File: config.mk
export PLATFORM = sky130hd
export DESIGN_NAME = bus_initiator
export DESIGN_NICKNAME = d
export VERILOG_FILES = /design/src/rtl/bus_initiator.sv
export SDC_FILE = /design/constraint.sdc
export NUM_CORES = 1
export LEC_CHECK = 0
export CORE_ASPECT_RATIO = 1.1
export CORE_MARGIN = 5
export CORE_UTILIZATION = 41
export DETAILED_ROUTE_END_ITERATION = 8
export HOLD_SLACK_MARGIN = 0.06
export PLACE_DENSITY = 0.85
export SYNTH_ARGS = -nofsm -noshare
export SYNTH_HDL_FRONTEND = slang
export SYNTH_SLANG_ARGS = --single-unit
File: constraint.sdc
create_clock -name clk -period 5.65 [get_ports clk]
set_clock_uncertainty 0.2 [all_clocks]
set_input_delay 1.4125 -clock clk [delete_from_list [all_inputs] [get_ports clk]]
set_output_delay 1.4125 -clock clk [all_outputs]
set_load 0.01 [all_outputs]
File: src/rtl/bus_initiator.sv
// Purpose: issue one host register request onto the daisy-chained bus and match its return at the tail.
// Latency: bus_valid_o one cycle after the request handshake; read response N+2 cycles after it for an N-core chain.
// Backpressure: req_ready_o is low while a transaction is outstanding; resp_valid_o holds until resp_ready_i.
//
// Ports:
//   clk, rst_n                     clock, synchronous active-low reset
//   req_*                          host request (addr/wdata/rw) with valid/ready handshake
//   bus_*_o                        head of the register chain (valid pulses for one cycle per issue)
//   bus_*_i                        tail of the register chain (returning transactions)
//   resp_*                         read response (data/addr/timeout flag) with valid/ready handshake
//   err_timeout_o                  one-cycle pulse whenever a read or write times out
module bus_initiator #(
    parameter int TIMEOUT_CYCLES = 255,
    parameter int CNT_WIDTH      = $clog2(TIMEOUT_CYCLES + 1)
) (
    input  logic        clk,
    input  logic        rst_n,

    input  logic [15:0] req_addr_i,
    input  logic [15:0] req_wdata_i,
    input  logic        req_rw_i,
    input  logic        req_valid_i,
    output logic        req_ready_o,

    output logic [15:0] bus_addr_o,
    output logic [15:0] bus_wdata_o,
    output logic [15:0] bus_rdata_o,
    output logic        bus_rw_o,
    output logic        bus_valid_o,

    input  logic [15:0] bus_addr_i,
    input  logic [15:0] bus_wdata_i,
    input  logic [15:0] bus_rdata_i,
    input  logic        bus_rw_i,
    input  logic        bus_valid_i,

    output logic [15:0] resp_rdata_o,
    output logic [15:0] resp_addr_o,
    output logic        resp_timeout_o,
    output logic        resp_valid_o,
    input  logic        resp_ready_i,

    output logic        err_timeout_o
);

    typedef enum logic [1:0] {
        IDLE  = 2'd0,
        ISSUE = 2'd1,
        WAIT  = 2'd2,
        RESP  = 2'd3
    } state_t;

    // Counter value on the last cycle a return is still accepted, and the
    // value it holds on the cycle after a timeout has been flagged.
    localparam logic [CNT_WIDTH-1:0] CNT_LAST    = CNT_WIDTH'(TIMEOUT_CYCLES - 1);
    localparam logic [CNT_WIDTH-1:0] CNT_EXPIRED = CNT_WIDTH'(TIMEOUT_CYCLES);

    state_t               state_q, state_d;
    logic [CNT_WIDTH-1:0] cnt_q, cnt_d;
    logic [15:0]          addr_q;
    logic [15:0]          wdata_q;
    logic                 rw_q;
    logic [15:0]          rdata_q, rdata_d;
    logic                 tout_q, tout_d;
    logic                 err_q, err_d;
    logic                 req_fire;
    logic                 match;

    // Write data travels through the chain untouched and plays no part in matching.
    logic unused_tail_wdata;
    assign unused_tail_wdata = ^bus_wdata_i;

    assign req_fire = (state_q == IDLE) && req_valid_i;
    assign match    = bus_valid_i && (bus_addr_i == addr_q) && (bus_rw_i == rw_q);

    always_comb begin
        state_d = state_q;
        cnt_d   = cnt_q;
        rdata_d = rdata_q;
        tout_d  = tout_q;
        err_d   = 1'b0;
        case (state_q)
            IDLE: begin
                if (req_valid_i) begin
                    state_d = ISSUE;
                end
            end
            ISSUE: begin
                cnt_d   = '0;
                state_d = WAIT;
            end
            WAIT: begin
                cnt_d = cnt_q + CNT_WIDTH'(1);
                if (cnt_q == CNT_EXPIRED) begin
                    // A timed-out write lingers here one cycle after the error
                    // pulse; the acceptance window has closed, so returns are ignored.
                    state_d = IDLE;
                end else if (match) begin
                    // A match on the last accepted cycle beats the timeout.
                    if (rw_q) begin
                        state_d = IDLE;
                    end else begin
                        rdata_d = bus_rdata_i;
                        tout_d  = 1'b0;
                        state_d = RESP;
                    end
                end else if (cnt_q == CNT_LAST) begin
                    err_d = 1'b1;
                    if (!rw_q) begin
                        rdata_d = '0;
                        tout_d  = 1'b1;
                        state_d = RESP;
                    end
                end
            end
            RESP: begin
                if (resp_ready_i) begin
                    state_d = IDLE;
                end
            end
            default: begin
                state_d = IDLE;
            end
        endcase
    end

    always_ff @(posedge clk) begin
        if (!rst_n) begin
            state_q <= IDLE;
            cnt_q   <= '0;
            addr_q  <= '0;
            wdata_q <= '0;
            rw_q    <= 1'b0;
            rdata_q <= '0;
            tout_q  <= 1'b0;
            err_q   <= 1'b0;
        end else begin
            state_q <= state_d;
            cnt_q   <= cnt_d;
            rdata_q <= rdata_d;
            tout_q  <= tout_d;
            err_q   <= err_d;
            if (req_fire) begin
                addr_q  <= req_addr_i;
                wdata_q <= req_wdata_i;
                rw_q    <= req_rw_i;
            end
        end
    end

    // Ready is suppressed while reset is asserted so nothing is accepted then.
    assign req_ready_o    = rst_n && (state_q == IDLE);

    // The latched request doubles as the head-of-chain drive, so these hold
    // their last issued values outside ISSUE.
    assign bus_valid_o    = (state_q == ISSUE);
    assign bus_addr_o     = addr_q;
    assign bus_wdata_o    = wdata_q;
    assign bus_rw_o       = rw_q;
    assign bus_rdata_o    = '0;

    assign resp_valid_o   = (state_q == RESP);
    assign resp_rdata_o   = rdata_q;
    assign resp_addr_o    = addr_q;
    assign resp_timeout_o = tout_q;
    assign err_timeout_o  = err_q;

endmodule

==> results.cfg, run 1 <==
[timing]
tightest_slew_ps = 1180
finalSetupTns_ps = 0
layout_min_cycle_time_ps = 3810
relSlewSlack = 0.214
clock.fmax_ghz = 0.263
hold_violations = 0
setup_viol = 0
fin_crit_sh = 0.674
rsz0062_at_grt = no
slew_viol_final = 0

[detailed_routing]
first_pass_iters = 4
drt_wl_total_um = 8180
drcViolationCount = 0
wl_per_cell_um = 14.5
drtIter0Drc = 80
final_antenna_net_count = 0
via_count = 2758
via_per_inst = 4.91

[grt]
grt_overflow = 0
grt_max_degree = 74
antenna_found_initial = 0
grt_pass1_wl_um = 12600
grt.total_usage = 0.170
grt_pass1_vias = 2773

[placement]
portBuffers = 140
dp_cells = 546
place_congestion = 0.866
dp_hpwl_um = 6180

[floorplan]
io_pins = 173
fp-row-count = 32
fp.dieW_um = 91.9
dieHeight_um = 100
core_um2 = 7090
dieArea_um2 = 9200
initial_core_util = 0.427

[synth]
ys_warn_count = 0
yosys_most_used_dff = dfxtp_1
synth_cells = 354
synthesis.area_um2 = 3020
ys_ff_latch = 61
synthArstFlopShare = 0
synth_edf_count = 0
syn_area_per_cell_um2 = 8.54
yosysUniqueCellTypes = 38
ys_seq_area_frac = 0.404

[power_and_ir_drop]
power_density_nw_per_um2 = 276
peakVddDrop_v = 0.000152
p_leak_nw = 1.78

[layout]
syn_to_final_growth_pct = 47.2
final_common_cell = clkdlybuf4s50_1
final_cell_mix = clkdlybuf4s50_1, nand2_1, dfxtp_1, a21boi_0, nand3_1
final_cells = 562
antenna_cells = 0
drive_gt1_frac = 0.0482
layout.nets = 566

[clocking]
post_cts_buffers = 0
cts_tree = yes
cts_buffers = 9
ctsHoldBuffers = 0
h-tree-depth = 3
clk_pin_slew_ps = 70
cts_buffer_depth = 2
cts-root-buf = clkbuf_8
clk_latency_ps = 320
clock_sinks = 61
cts-resized-gates = 0

[critical_path]
criticalPathCategory = primary input to output port
cp-end-kind = output port
reg2reg_from = state_q[1]
r2r_end = bus_addr_o[2]
ff2ff_setup_slack_ps = 3300
crit_required_ps = 4040
crit_fanout = 2
arrival_ps = 2200
r2r_cells = 7
startpoint_type = primary input

[run]
max_cap_viol_count = 0

[min_path]
min_from = bus_wdata_o[7]
hold-path-endpoint = bus_wdata_o[7]
holdPathStages = 2
holdCritPathClass = flop to flop

[run_status]
status = finished, final reports clean
[Yosys cell counts (3+ instances only)]
cell type | instances | area, µm²
ha_1 | 7 | 87.6
a21boi_0 | 22 | 165
nand4_1 | 7 | 43.8
nor2_1 | 8 | 30.0
and3_1 | 4 | 25.0
xor2_1 | 8 | 70.1
a21boi_1 | 12 | 90.1
mux2i_1 | 16 | 160
nand2_1 | 88 | 330
dfxtp_1 | 61 | 1220
xnor2_1 | 13 | 114
o21ai_0 | 3 | 15.0
inv_1 | 9 | 33.8
clkbuf_1 | 15 | 56.3
buf_4 | 33 | 248
a21oi_1 | 3 | 15.0
nand3_1 | 18 | 90.1
[worst max-delay path by stage]
stage,from,endpoint,cells past startpoint
6_report,rst_n,req_ready_o,3
4_1_cts,rst_n,req_ready_o,3
2_1_floorplan,rst_n,req_ready_o,3
3_3_place_gp,rst_n,req_ready_o,3
5_1_grt,rst_n,req_ready_o,3
3_5_place_dp,rst_n,req_ready_o,3
[final cells by class]
| class | instances | area, µm² |
|---|---|---|
| repair buffers | 142 | 1410 |
| clock buffers | 12 | 155 |
| well taps | 85 | 106 |
| clock inverters | 4 | 22.5 |
| flip-flops and latches | 61 | 1220 |
| multi-input cells | 249 | 1500 |
| fillers | 603 | 2640 |
| inverters | 9 | 33.8 |
[cell families (layout without fill, tap and decap cells)]
kind of cell | after synthesis | in the layout | share of synthesized area
compound gates | 53 | 53 | 0.130
flops | 61 | 61 | 0.404
xor+xnor | 21 | 21 | 0.0608
mux | 16 | 16 | 0.0530
simple gates | 136 | 136 | 0.203
fa+ha+maj | 7 | 7 | 0.0290
buf+inv | 59 | 167 | 0.119
other cells | 1 | 16 | 0.00124
[metal layers]
layer / vias to the layer above / global-route usage / wire, µm
met5: - / 0 / 0
met4: 0 / 0.0560 / 81
met3: 7 / 0.0577 / 608
met2: 91 / 0.317 / 4290
met1: 1299 / 0.177 / 3200
li1: 1361 / - / -
[where the power goes]
group / switching (mW) / total [mW] / internal, mW
Combinational: 0.183 / 0.376 / 0.194
Clock: 0.170 / 0.351 / 0.181
Sequential: 0.0351 / 0.502 / 0.467
Total: 0.388 / 1.23 / 0.842
[critical path: stages]
cell,delay (ps)
buf_2,90
and2_1,140
clkdlybuf4s50_1,550
[registers in the layout, summed over array words and instances, names as in the netlist]
name / flops
cnt_q: 8
state_q: 2
resp_rdata_o: 16
err_timeout_o: 1
bus_addr_o: 16
bus_rw_o: 1
resp_timeout_o: 1
bus_wdata_o: 16
[stage by stage]
step                      cell area, µm²  power (mW)  hold slack [ps]  setup slack (ps)   util
after floorplan                     3080       0.721              258              1920      -
after global placement              4270       0.881              240              1800  0.603
after detailed placement            4270       0.891              244              1810  0.603
after CTS                           4450        1.25              255              1800  0.628
after global routing                4450        1.30              277              1790  0.628
final                               4450        1.23              250              1840  0.628
Note: power is estimated with default switching activity, not from simulation.
==> run 2, diff against run 1 <==
CORE_UTILIZATION = 35   (was 41)
PLACE_DENSITY = 0.78   (was 0.85)
clock period = 3.4 ns   (was 5.65 ns; I/O delays follow)
==> run 2 against run 1 <==
Clock-buffer cell count unchanged. First-iteration DRC count increased by 33%. Global-route usage decreased by 1.8 points. Worst setup slack got worse by 1200 ps. Register-to-register slack got worse by 2000 ps.
==> results.cfg, run 2 (synthesis gave the netlist of run 1 again) <==
[run_status]
status = finished, final reports clean

[critical_path]
crit_required_ps = 2350
startpoint_type = flop
reg2reg_from = bus_rw_o
criticalPathCategory = flop to output port
r2r_end = resp_timeout_o
crit_family = buffers and inverters
r2r_cells = 5
slowest_delay_ps = 470
cp_cell_sequence = inv_1 > ha_1 > and2_1 > clkdlybuf4s50_1
arrival_ps = 1750
ff2ff_setup_slack_ps = 1260
crit_slowest_cell = clkdlybuf4s50_1
critical_path_buf_inv_count = 2
cp-end-kind = output port
crit_fanout = 5

[floorplan]
dieArea_um2 = 10600
initial_core_util = 0.360
dieHeight_um = 107
io_pins = 173
core_um2 = 8410
fp-row-count = 35
fp.dieW_um = 98.6

[power_and_ir_drop]
power_density_nw_per_um2 = 457
peakVddDrop_v = 0.000314
p_leak_nw = 1.78
p_total_mw = 2.05

[grt]
grt_overflow = 0
grt_max_degree = 74
antenna_found_initial = 0
grt_pass1_vias = 2691
grt.total_usage = 0.152
grt_pass1_wl_um = 13100

[clocking]
h-tree-depth = 3
clock_sinks = 61
cts-root-buf = clkbuf_8
post_cts_buffers = 0
cts_buffer_depth = 2
clk_latency_ps = 330
cts_tree = yes
cts_buffers = 9
clk_pin_slew_ps = 70
cts-resized-gates = 0
ctsHoldBuffers = 0

[run]
max_cap_viol_count = 0

[layout]
syn_to_final_growth_pct = 48.5
layout.nets = 567
final_cell_mix = clkdlybuf4s50_1, nand2_1, dfxtp_1, a21boi_0, nand3_1
final_common_cell = clkdlybuf4s50_1
antenna_cells = 0
drive_gt1_frac = 0.0482

[detailed_routing]
final_antenna_net_count = 0
drtIter0Drc = 106
via_count = 2680
first_pass_iters = 4
drt_wl_total_um = 8030
drcViolationCount = 0
wl_per_cell_um = 13.7
via_per_inst = 4.56

[timing]
setup_viol = 0
layout_min_cycle_time_ps = 2800
fin_crit_sh = 0.825
fin_ws_ps = 596
hold_violations = 0
rsz0062_at_grt = no
relSlewSlack = 0.507
clock.fmax_ghz = 0.357
tightest_slew_ps = 737
finalSetupTns_ps = 0
slew_viol_final = 0

[min_path]
holdPathStages = 2
min_from = bus_wdata_o[11]
hold-path-endpoint = bus_wdata_o[11]
holdCritPathClass = flop to flop

[placement]
portBuffers = 140
dp_hpwl_um = 5910
place_ws_ps = 299
place_congestion = 0.741
==> run 2: changes by cell type in the layout (fill, tap and decap cells not counted) <==
cell,delta
clkinv_4,+1
clkinv_2,-2
buf_4,+1
==> run 2: worst max-delay path by stage <==
| stage | startpoint | to | slack (ps) | depth (start not counted) |
|---|---|---|---|---|
| finish | state_q[0] | req_ready_o | 600 | 4 |
| global route | state_q[0] | req_ready_o | 510 | 4 |
| CTS | state_q[0] | req_ready_o | 600 | 4 |
| detailed placement | bus_addr_i[9] | resp_timeout_o | 300 | 6 |
| global placement | bus_addr_i[9] | resp_timeout_o | 330 | 6 |
| floorplan | rst_n | req_ready_o | 790 | 3 |
==> run 2: layer usage <==
metal | global-route usage | share of wire | vias to the layer above
met4 | 0.0498 | 0.013 | 0
met2 | 0.253 | 0.48 | 107
met1 | 0.180 | 0.42 | 1202
li1 | - | - | 1361
met5 | 0 | 0 | -
met3 | 0.0570 | 0.087 | 10
==> run 2: area by class of cell <==
class / instances / area [µm²]
inverter: 9 / 33.8
multi-input combinational: 249 / 1500
sequential: 61 / 1220
fill: 781 / 3920
tap: 111 / 139
clock buffer: 12 / 155
timing repair buffer: 143 / 1420
clock inverter: 3 / 21.3
==> run 2: power by group <==
group | total (mW) | switching [mW] | internal (mW)
combinational | 0.629 | 0.303 | 0.326
sequential | 0.836 | 0.0599 | 0.776
clock | 0.586 | 0.285 | 0.301
==> run 2: stage by stage <==
step                utilization  cell area [µm²]  hold WS (ps)  instances
floorplan                     -             3080           258        369
global placement          0.513             4310           241        573
detailed placement        0.513             4310           247        573
CTS                       0.534             4490           257        588
global route              0.534             4490           285        588
finish                    0.534             4490           252        588
==> run 2: worst reg2reg max path, delay by kind of cell, from the launching register on <==
family | cells | cell delay, ps
AND/OR/NAND/NOR | 4 | 1150
XOR/XNOR | 1 | 170
flip-flops | 1 | 530
==> run 3, diff against run 2 <==
clock period = 2.3 ns   (was 3.4 ns; I/O delays follow)
==> run 3 against run 2 <==
Clock power is 46% higher. Critical endpoint is now state_q[0]. Highest routed layer unchanged. Cell area up 2.6%. Wire length grew 3.9%. Critical path type is now primary input to flop.
==> results.cfg, run 3 (synthesis gave the netlist of run 1 again) <==
[clocking]
clk_latency_ps = 320
cts_buffer_depth = 2
h-tree-depth = 3
cts-root-buf = clkbuf_8
cts_buffers = 9
clk_pin_slew_ps = 60
clock_sinks = 61
cts_tree = yes
ctsHoldBuffers = 0

[critical_path]
crit_slowest_cell = clkdlybuf4s50_1
r2r_end = resp_rdata_o[15]
crit_required_ps = 2350
criticalPathCategory = primary input to flop
reg2reg_from = cnt_q[1]
r2r_cells = 7
ff2ff_setup_slack_ps = 320
critical_path_buf_inv_count = 2
slowest_delay_ps = 410
crit_fanout = 4
arrival_ps = 2290
cp_cell_sequence = clkdlybuf4s50_1 > xor2_1 > nor4_1 > and3_2 > buf_4 > a311o_1 > o311a_1
crit_family = simple AND/OR/NAND/NOR gates
cp-end-kind = flop
startpoint_type = primary input

[power_and_ir_drop]
sequentialPowerShare = 0.400
power_frac_comb = 0.323
power_switching_mw = 0.966
p_int_mw = 2.13
power_density_nw_per_um2 = 673
p_clk_frac = 0.276
p_leak_nw = 1.85
peakVddDrop_v = 0.000321
p_sw_frac = 0.312

[layout]
register_area_um2 = 1220
antenna_cells = 0
final_common_cell = clkdlybuf4s50_1
layout.nets = 575
drive_gt1_frac = 0.0802
filler_cell_count = 770
final_cell_mix = clkdlybuf4s50_1, nand2_1, dfxtp_1, a21boi_0, nand3_1
final_cells = 597
syn_to_final_growth_pct = 52.4
multi_input_area_um2 = 1520

[grt]
grt_pass1_wl_um = 13600
antenna_found_initial = 0
grt_overflow = 0
grt.total_usage = 0.157
grt_pass1_vias = 2903
grt_max_degree = 38

[min_path]
holdCritPathClass = flop to flop
hold-path-endpoint = bus_wdata_o[14]
min_from = bus_wdata_o[14]
holdPathStages = 2

[timing]
fin_crit_sh = 0.974
fin_ws_ps = 60.5
rsz0062_at_grt = no
layout_min_cycle_time_ps = 2240
setup_viol = 0
slew_viol_final = 0
hold_violations = 0
clock.fmax_ghz = 0.447
hold_ws_ps = 253

[floorplan]
initial_core_util = 0.360
dieHeight_um = 107
dieArea_um2 = 10600
fp-row-count = 35
core_um2 = 8410
io_pins = 173
fp.dieW_um = 98.6

[placement]
portBuffers = 140
place_ws_ps = -334
dp_hpwl_um = 6310
place_congestion = 0.762
dp_cells = 581

[detailed_routing]
final_antenna_net_count = 0
via_count = 2749
drtIter0Drc = 76
via_per_inst = 4.60
drcViolationCount = 0
first_pass_iters = 4
drt_wl_total_um = 8350
wl_per_cell_um = 14.0

[run]
max_cap_viol_count = 0

[run_status]
status = finished, final reports clean
## run 3: cell count changes in the layout (fill, tap and decap cells not counted), sizes merged
cell | before | now
buf | 4 | 12
clkdlybuf4s50 | 139 | 137
clkinv | 2 | 3
dlygate4sd2 | 0 | 1
dlymetal6s2s | 0 | 1
## run 3: worst max path at each step
stage,from,to,slack (ps),depth (start not counted)
finish,bus_addr_i[9],state_q[0],60,7
CTS,bus_addr_i[9],state_q[0],10,7
detailed placement,bus_addr_i[9],state_q[0],-330,7
floorplan,rst_n,req_ready_o,240,3
global placement,bus_addr_i[9],state_q[0],-270,6
global route,bus_addr_i[13],state_q[0],4,7
## run 3: stage by stage
stage | cell area, µm² | TNS (ps) | total power [mW] | util
after floorplan | 3080 | 0 | 1.77 | -
after global placement | 4410 | -4570 | 2.22 | 0.525
after detailed placement | 4410 | -5210 | 2.25 | 0.525
after CTS | 4600 | 0 | 3.15 | 0.547
after global routing | 4610 | 0 | 3.30 | 0.548
final | 4610 | 0 | 3.10 | 0.548
## run 3: final cells by class
type / count / share of cell area
clock buffer: 12 / 0.0337
clock inverter: 4 / 0.00489
inverter: 9 / 0.00733
multi-input combinational: 249 / 0.329
sequential: 61 / 0.266
tap: 111 / 0.0301
timing repair buffer: 151 / 0.329
## run 3: layer usage
metal	share of wire	track usage
met1	0.42	0.182
met2	0.48	0.272
met3	0.089	0.0616
met4	0.012	0.0400
met5	0	0
## run 3: repair_timing
item	4_1_cts	5_1_grt
endpoints found under the setup margin	2	20
endpoints found under the hold margin	0	0
buffers inserted	0	0
gates resized for setup	7	3
pin swaps	0	2
## run 3: power by group through the flow
stage / clock, mW / sequential, mW / combinational, mW
6_report: 0.857 / 1.24 / 1.00
5_1_grt: 0.946 / 1.26 / 1.10
4_1_cts: 0.892 / 1.24 / 1.02
3_5_place_dp: 0 / 1.26 / 0.990
3_3_place_gp: 0 / 1.26 / 0.968
2_1_floorplan: 0 / 1.28 / 0.495
## run 3: worst reg2reg max path, stage by stage, from the launching register on
cell and delay [ps]:
dfxtp_1 390, ha_1 270, inv_1 90, o31ai_2 360, nor2_1 120, nand3_4 90, buf_12 170, mux2i_1 220
